==> src/rtl/sad_pkg.sv <==
// Shared defaults, constants and FSM state type for the SAD minimum tracker.
package sad_pkg;

   localparam int unsigned SAD_W_DEF    = 16;
   localparam int unsigned SEARCH_W_DEF = 16;
   localparam int unsigned SEARCH_H_DEF = 16;
   localparam int unsigned COORD_W_DEF  = 5;

   localparam logic [SAD_W_DEF-1:0] SAD_MAX = '1;

   typedef enum logic [1:0] {
      IDLE   = 2'd0,
      SEARCH = 2'd1,
      DONE   = 2'd2
   } state_t;

endpackage

==> src/rtl/sad_cand_counter.sv <==
// Raster-order (column fastest) candidate position counter with clear, enable
// and a flag for the final position of the search window.
module sad_cand_counter #(
   parameter int unsigned SEARCH_W = 16,
   parameter int unsigned SEARCH_H = 16,
   parameter int unsigned COORD_W  = 5
) (
   input  logic               clk,
   input  logic               rst_n,
   input  logic               clr,
   input  logic               en,
   output logic [COORD_W-1:0] row,
   output logic [COORD_W-1:0] col,
   output logic               last_c
);

   localparam logic [COORD_W-1:0] COL_LAST = COORD_W'(SEARCH_W - 1);
   localparam logic [COORD_W-1:0] ROW_LAST = COORD_W'(SEARCH_H - 1);

   assign last_c = (row == ROW_LAST) && (col == COL_LAST);

   always_ff @(posedge clk or negedge rst_n) begin
      if (!rst_n) begin
         row <= '0;
         col <= '0;
      end else if (clr) begin
         row <= '0;
         col <= '0;
      end else if (en) begin
         if (col == COL_LAST) begin
            col <= '0;
            row <= (row == ROW_LAST) ? '0 : row + COORD_W'(1);
         end else begin
            col <= col + COORD_W'(1);
         end
      end
   end

endmodule

==> src/rtl/sad_min_tracker.sv <==
// Tracks the minimum SAD over a raster-scanned search window and reports its
// position. Optional threshold early exit is enabled by SAD_EARLY_EXIT_EN.
module sad_min_tracker
   import sad_pkg::*;
#(
   parameter int unsigned SAD_W    = SAD_W_DEF,
   parameter int unsigned SEARCH_W = SEARCH_W_DEF,
   parameter int unsigned SEARCH_H = SEARCH_H_DEF,
   parameter int unsigned COORD_W  = COORD_W_DEF
) (
   input  logic               Clk,
   input  logic               Reset,
   input  logic               Start,
   input  logic               SadValid,
   input  logic [SAD_W-1:0]   SadIn,
`ifdef SAD_EARLY_EXIT_EN
   input  logic [SAD_W-1:0]   Thresh,
   output logic               EarlyExit,
`endif
   output logic [SAD_W-1:0]   BestSad,
   output logic [COORD_W-1:0] BestRow,
   output logic [COORD_W-1:0] BestCol,
   output logic               Busy,
   output logic               Done,
   output logic               Spurious
);

   localparam logic [SAD_W-1:0] SAD_ONES = '1;

   state_t             state;
   logic [COORD_W-1:0] row;
   logic [COORD_W-1:0] col;
   logic               last_c;
   logic               cnt_en_c;
   logic               first_c;
   logic               accept_c;
   logic               exit_c;
   logic               ignore_c;

   // Counters sit at the origin until the first sample of a window is taken.
   assign first_c  = (row == '0) && (col == '0);
   assign accept_c = first_c || (SadIn < BestSad);
   assign cnt_en_c = (state == SEARCH) && SadValid && !Start;

`ifdef SAD_EARLY_EXIT_EN
   assign exit_c   = accept_c && (SadIn <= Thresh);
   assign ignore_c = EarlyExit;
`else
   assign exit_c   = 1'b0;
   assign ignore_c = 1'b0;
`endif

   sad_cand_counter #(
      .SEARCH_W (SEARCH_W),
      .SEARCH_H (SEARCH_H),
      .COORD_W  (COORD_W)
   ) u_cnt (
      .clk    (Clk),
      .rst_n  (Reset),
      .clr    (Start),
      .en     (cnt_en_c),
      .row    (row),
      .col    (col),
      .last_c (last_c)
   );

   always_ff @(posedge Clk or negedge Reset) begin
      if (!Reset) begin
         state    <= IDLE;
         BestSad  <= SAD_ONES;
         BestRow  <= '0;
         BestCol  <= '0;
         Busy     <= 1'b0;
         Done     <= 1'b0;
         Spurious <= 1'b0;
`ifdef SAD_EARLY_EXIT_EN
         EarlyExit <= 1'b0;
`endif
      end else begin
         Done <= 1'b0;
         if (Start) begin
            // Start from any state (re)opens a window; a same-edge sample is dropped.
            state    <= SEARCH;
            BestSad  <= SAD_ONES;
            Busy     <= 1'b1;
            Spurious <= 1'b0;
`ifdef SAD_EARLY_EXIT_EN
            EarlyExit <= 1'b0;
`endif
         end else begin
            case (state)
               SEARCH: begin
                  if (SadValid) begin
                     if (accept_c) begin
                        BestSad <= SadIn;
                        BestRow <= row;
                        BestCol <= col;
                     end
                     if (last_c || exit_c) begin
                        state <= DONE;
                        Busy  <= 1'b0;
                        Done  <= 1'b1;
                     end
`ifdef SAD_EARLY_EXIT_EN
                     if (exit_c) EarlyExit <= 1'b1;
`endif
                  end
               end
               DONE: begin
                  state <= IDLE;
                  if (SadValid && !ignore_c) Spurious <= 1'b1;
               end
               default: begin
                  if (SadValid && !ignore_c) Spurious <= 1'b1;
               end
            endcase
         end
      end
   end

endmodule

==> config.mk <==
export PLATFORM = sky130hd
export DESIGN_NAME = sad_min_tracker
export DESIGN_NICKNAME = d
export VERILOG_FILES = /design/src/rtl/sad_pkg.sv /design/src/rtl/sad_cand_counter.sv /design/src/rtl/sad_min_tracker.sv
export SDC_FILE = /design/constraint.sdc
export NUM_CORES = 1
export LEC_CHECK = 0
export ABC_AREA = 0
export CORE_UTILIZATION = 41
export CTS_CLUSTER_DIAMETER = 200
export CTS_CLUSTER_SIZE = 24
export DETAILED_ROUTE_END_ITERATION = 8
export PLACE_DENSITY = 0.75
export SYNTH_ARGS = -nofsm -noshare
export SYNTH_HDL_FRONTEND = slang
export SYNTH_HIERARCHICAL = 1
export SYNTH_SLANG_ARGS = --single-unit
==> constraint.sdc <==
create_clock -name Clk -period 2.3 [get_ports Clk]
set_input_delay 0.46 -clock Clk [delete_from_list [all_inputs] [get_ports Clk]]
set_output_delay 0.46 -clock Clk [all_outputs]
set_load 0.01 [all_outputs]
==> results.cfg <==
[floorplanning]
fp-row-count = 25
initial_core_util_pct = 43.4
die_area_um2 = 5390
core_area_um2 = 4820
die_h_um = 73.4
die_x_um = 73.4
ios = 49

[synthesis]
synth_area_leaders = dfrtp_1 30%, dfstp_2 20%, ha_1 10%, o22a_1 6.7%, inv_1 3.4%
async_flop_share_pct = 100
seq_area_frac_synth_pct = 50.1
syn_nets = 219
syn_avg_cell_area_um2 = 11.5
synthCells = 182
synth-seq-cells = 41
synth_area_um2 = 2090
synth_edf_count = 0
post-synth-top-area-cell = dfrtp_1
ys.flop_type = dfrtp_1
synth_cell_types = 43
yosys_warnings = 6
synth_top_cell_area_share_pct = 29.9

[routing]
drt_pass1_iterations = 4
drc_errors = 0
viasPerCell = 5.31
wl_per_cell_um = 14.7
drt_iter0_markers = 106
via_count = 1772
drt-total-wl_um = 4900
postRouteAntennaNets = 0

[power]
peakVddDrop_v = 0.000335
power.leakage_nw = 1.50
total_power_mw = 1.55
switching_share_pct = 26.0
clock_power_share_pct = 29.1
p_int_mw = 1.15
p_per_area_nw_per_um2 = 491
seqPwrFrac_pct = 49.9
p_comb_share_pct = 21.0
p_switching_mw = 0.404

[timing]
worst_slew_pin_slew_ns = 0.853
setup_viol = 26
fmax_ghz = 0.415
finalWorstSetupSlack_ns = -0.108
relSlewSlack_pct = 43.2
min_period_ns = 2.41
final_hold_viol_count = 0
slew_violations = 0
fin_crit_sh_pct = 105
timing.hold.ws_ns = 0.281
skew_ns = 0.00771
rsz0062_at_grt = true

[global_routing]
gr-usage-met2_pct = 34.1
antenna_found_initial = 0
use_met1_pct = 23.9
grt_pass1_vias = 1777
grt_pass1_wl_um = 7940
top_usage_layer = met2
grtUsageMet3_pct = 4.12
grt_max_degree = 40
grtUsageTotal_pct = 19.5
overflow = 0

[final_layout]
final-seq-area_um2 = 1050
final_cell_mix = 34 x clkdlybuf4s50_1, 31 x buf_4, 25 x dfrtp_1
nets = 303
syn_to_final_growth_pct = 51.3
antenna_cells = 0
final_layout_size_suffix_gt1_share_pct = 34.1
fillers = 379
utilization_pct = 65.6
final_cell_count_no_fill = 334
final_common_cell = clkdlybuf4s50_1
multi_input_area_um2 = 1130
final_cell_area_um2 = 3160

[run]
cap_violations = 0

[critical_path]
cp.arrival_ns = 2.59
crit_path_end_kind = register
cp_max_fo = 8
reg2reg_from = BestSad[12]$_DFFE_PN1P_
criticalPathCategory = in2reg
ff2ff_path_depth = 9
rrSetupSlack_ns = -0.08
cp-start-kind = input port
reg2reg_to = BestCol[0]$_DFFE_PN0P_
required_ns = 2.48

[min_path]
hold_path_class = in2async

[place]
dpl.cell_count = 322
place_area_um2 = 2880
gp_congestion = 0.835
hpwl_um = 3450
io_buffers = 48

[clock_network]
numClockSinks = 41
cts_root_buf = clkbuf_8
h-tree-depth = 2
cts_tree = yes
clock_path_buffers = 2
cts.clk_slew.worst_paths_ns = 0.08
clock_latency_ns = 0.29
numCtsBuffers = 5

[outcome]
status = complete, but fails checks
violations = negative setup slack
==> state kept, by name (all words and copies together), names as in the netlist <==
signal	count
BestCol	5
BestRow	5
BestSad	16
Busy	1
Done	1
Spurious	1
state	2
u_cnt/col	5
u_cnt/row	5
==> worst max path at each step <==
stage                                       start  slack, ns  cells past startpoint                       to
after floorplan            BestSad[3]$_DFFE_PN1P_      -0.02                      9  BestSad[10]$_DFFE_PN1P_
after global placement                  SadIn[15]      -0.48                      9  BestSad[14]$_DFFE_PN1P_
after detailed placement                SadIn[15]      -0.53                      9  BestSad[14]$_DFFE_PN1P_
after CTS                 BestSad[15]$_DFFE_PN1P_      -0.11                      8   BestCol[0]$_DFFE_PN0P_
after global routing                     SadIn[1]      -0.19                      9   BestRow[3]$_DFFE_PN0P_
final                                    SadIn[1]      -0.11                      9   BestRow[0]$_DFFE_PN0P_
==> stage by stage <==
step	TNS, ns	setup WS [ns]
after CTS	-2.07	-0.105
final	-1.66	-0.108
after detailed placement	-13.19	-0.528
after global routing	-3.94	-0.194
after global placement	-12.04	-0.482
after floorplan	-0.281	-0.0190
==> power by group through the flow <==
| stage | clock network (mW) | logic [mW] | registers [mW] |
|---|---|---|---|
| CTS | 0.469 | 0.310 | 0.775 |
| global route | 0.505 | 0.359 | 0.778 |
| detailed placement | 0 | 0.290 | 0.787 |
| global placement | 0 | 0.285 | 0.786 |
| floorplan | 0 | 0.109 | 0.801 |
| finish | 0.452 | 0.327 | 0.775 |
==> logic make-up (layout without fill, tap and decap cells) <==
| group | after synthesis | after routing | synth area share, % |
|---|---|---|---|
| xor gates and xnor gates | 3 | 3 | 1.26 |
| adders and majority gates | 17 | 17 | 10.2 |
| muxes | 7 | 7 | 3.71 |
| DFF | 41 | 41 | 50.1 |
| AOI/OAI and AO/OA | 46 | 46 | 18.1 |
| and+or+nand+nor | 45 | 45 | 11.7 |
| buffers and inverters | 23 | 108 | 4.91 |
==> worst max-delay path, cell delays in order <==
cell	delay, ns
clkdlybuf4s50_1	0.43
ha_1	0.30
a2111oi_1	0.35
buf_4	0.19
o32ai_4	0.10
o21ai_2	0.23
nand2_4	0.15
buf_6	0.16
a22o_1	0.22
==> synthesized netlist by cell type, drive strengths merged, types with 4 or more instances <==
library cell and instances:
dfrtp 25, nand2b 5, o22a 16, dfstp 16
a21o 5, nor2 10, nand4 4, a21oi 6
a22o 4, o21ai 5, nor3 5, nand2 7
inv 19, mux2 6, ha 17
==> per-layer routing <==
layer	vias up	part of all wire, %	wire length [um]
li1	842	-	-
met2	54	50	2470
met3	6	4.7	231
met1	870	44	2160
met5	-	0	0
met4	0	0.78	38
==> cell type report <==
type,instances,area share [%]
inverter,19,2.26
multi-input combinational,118,35.6
clock inverter,2,0.317
tap,67,2.65
timing repair buffer,81,23.8
clock buffer,6,2.30
sequential,41,33.1
==> what timing repair did <==
action / CTS / global route
gates resized for setup: 18 / 19
hold buffers: 0 / 0
gates cloned: 0 / 0
buffers inserted: 3 / 1
pin swaps: 14 / 12
setup endpoints to repair: 26 / 26
Note: power is estimated with default switching activity, not from simulation.
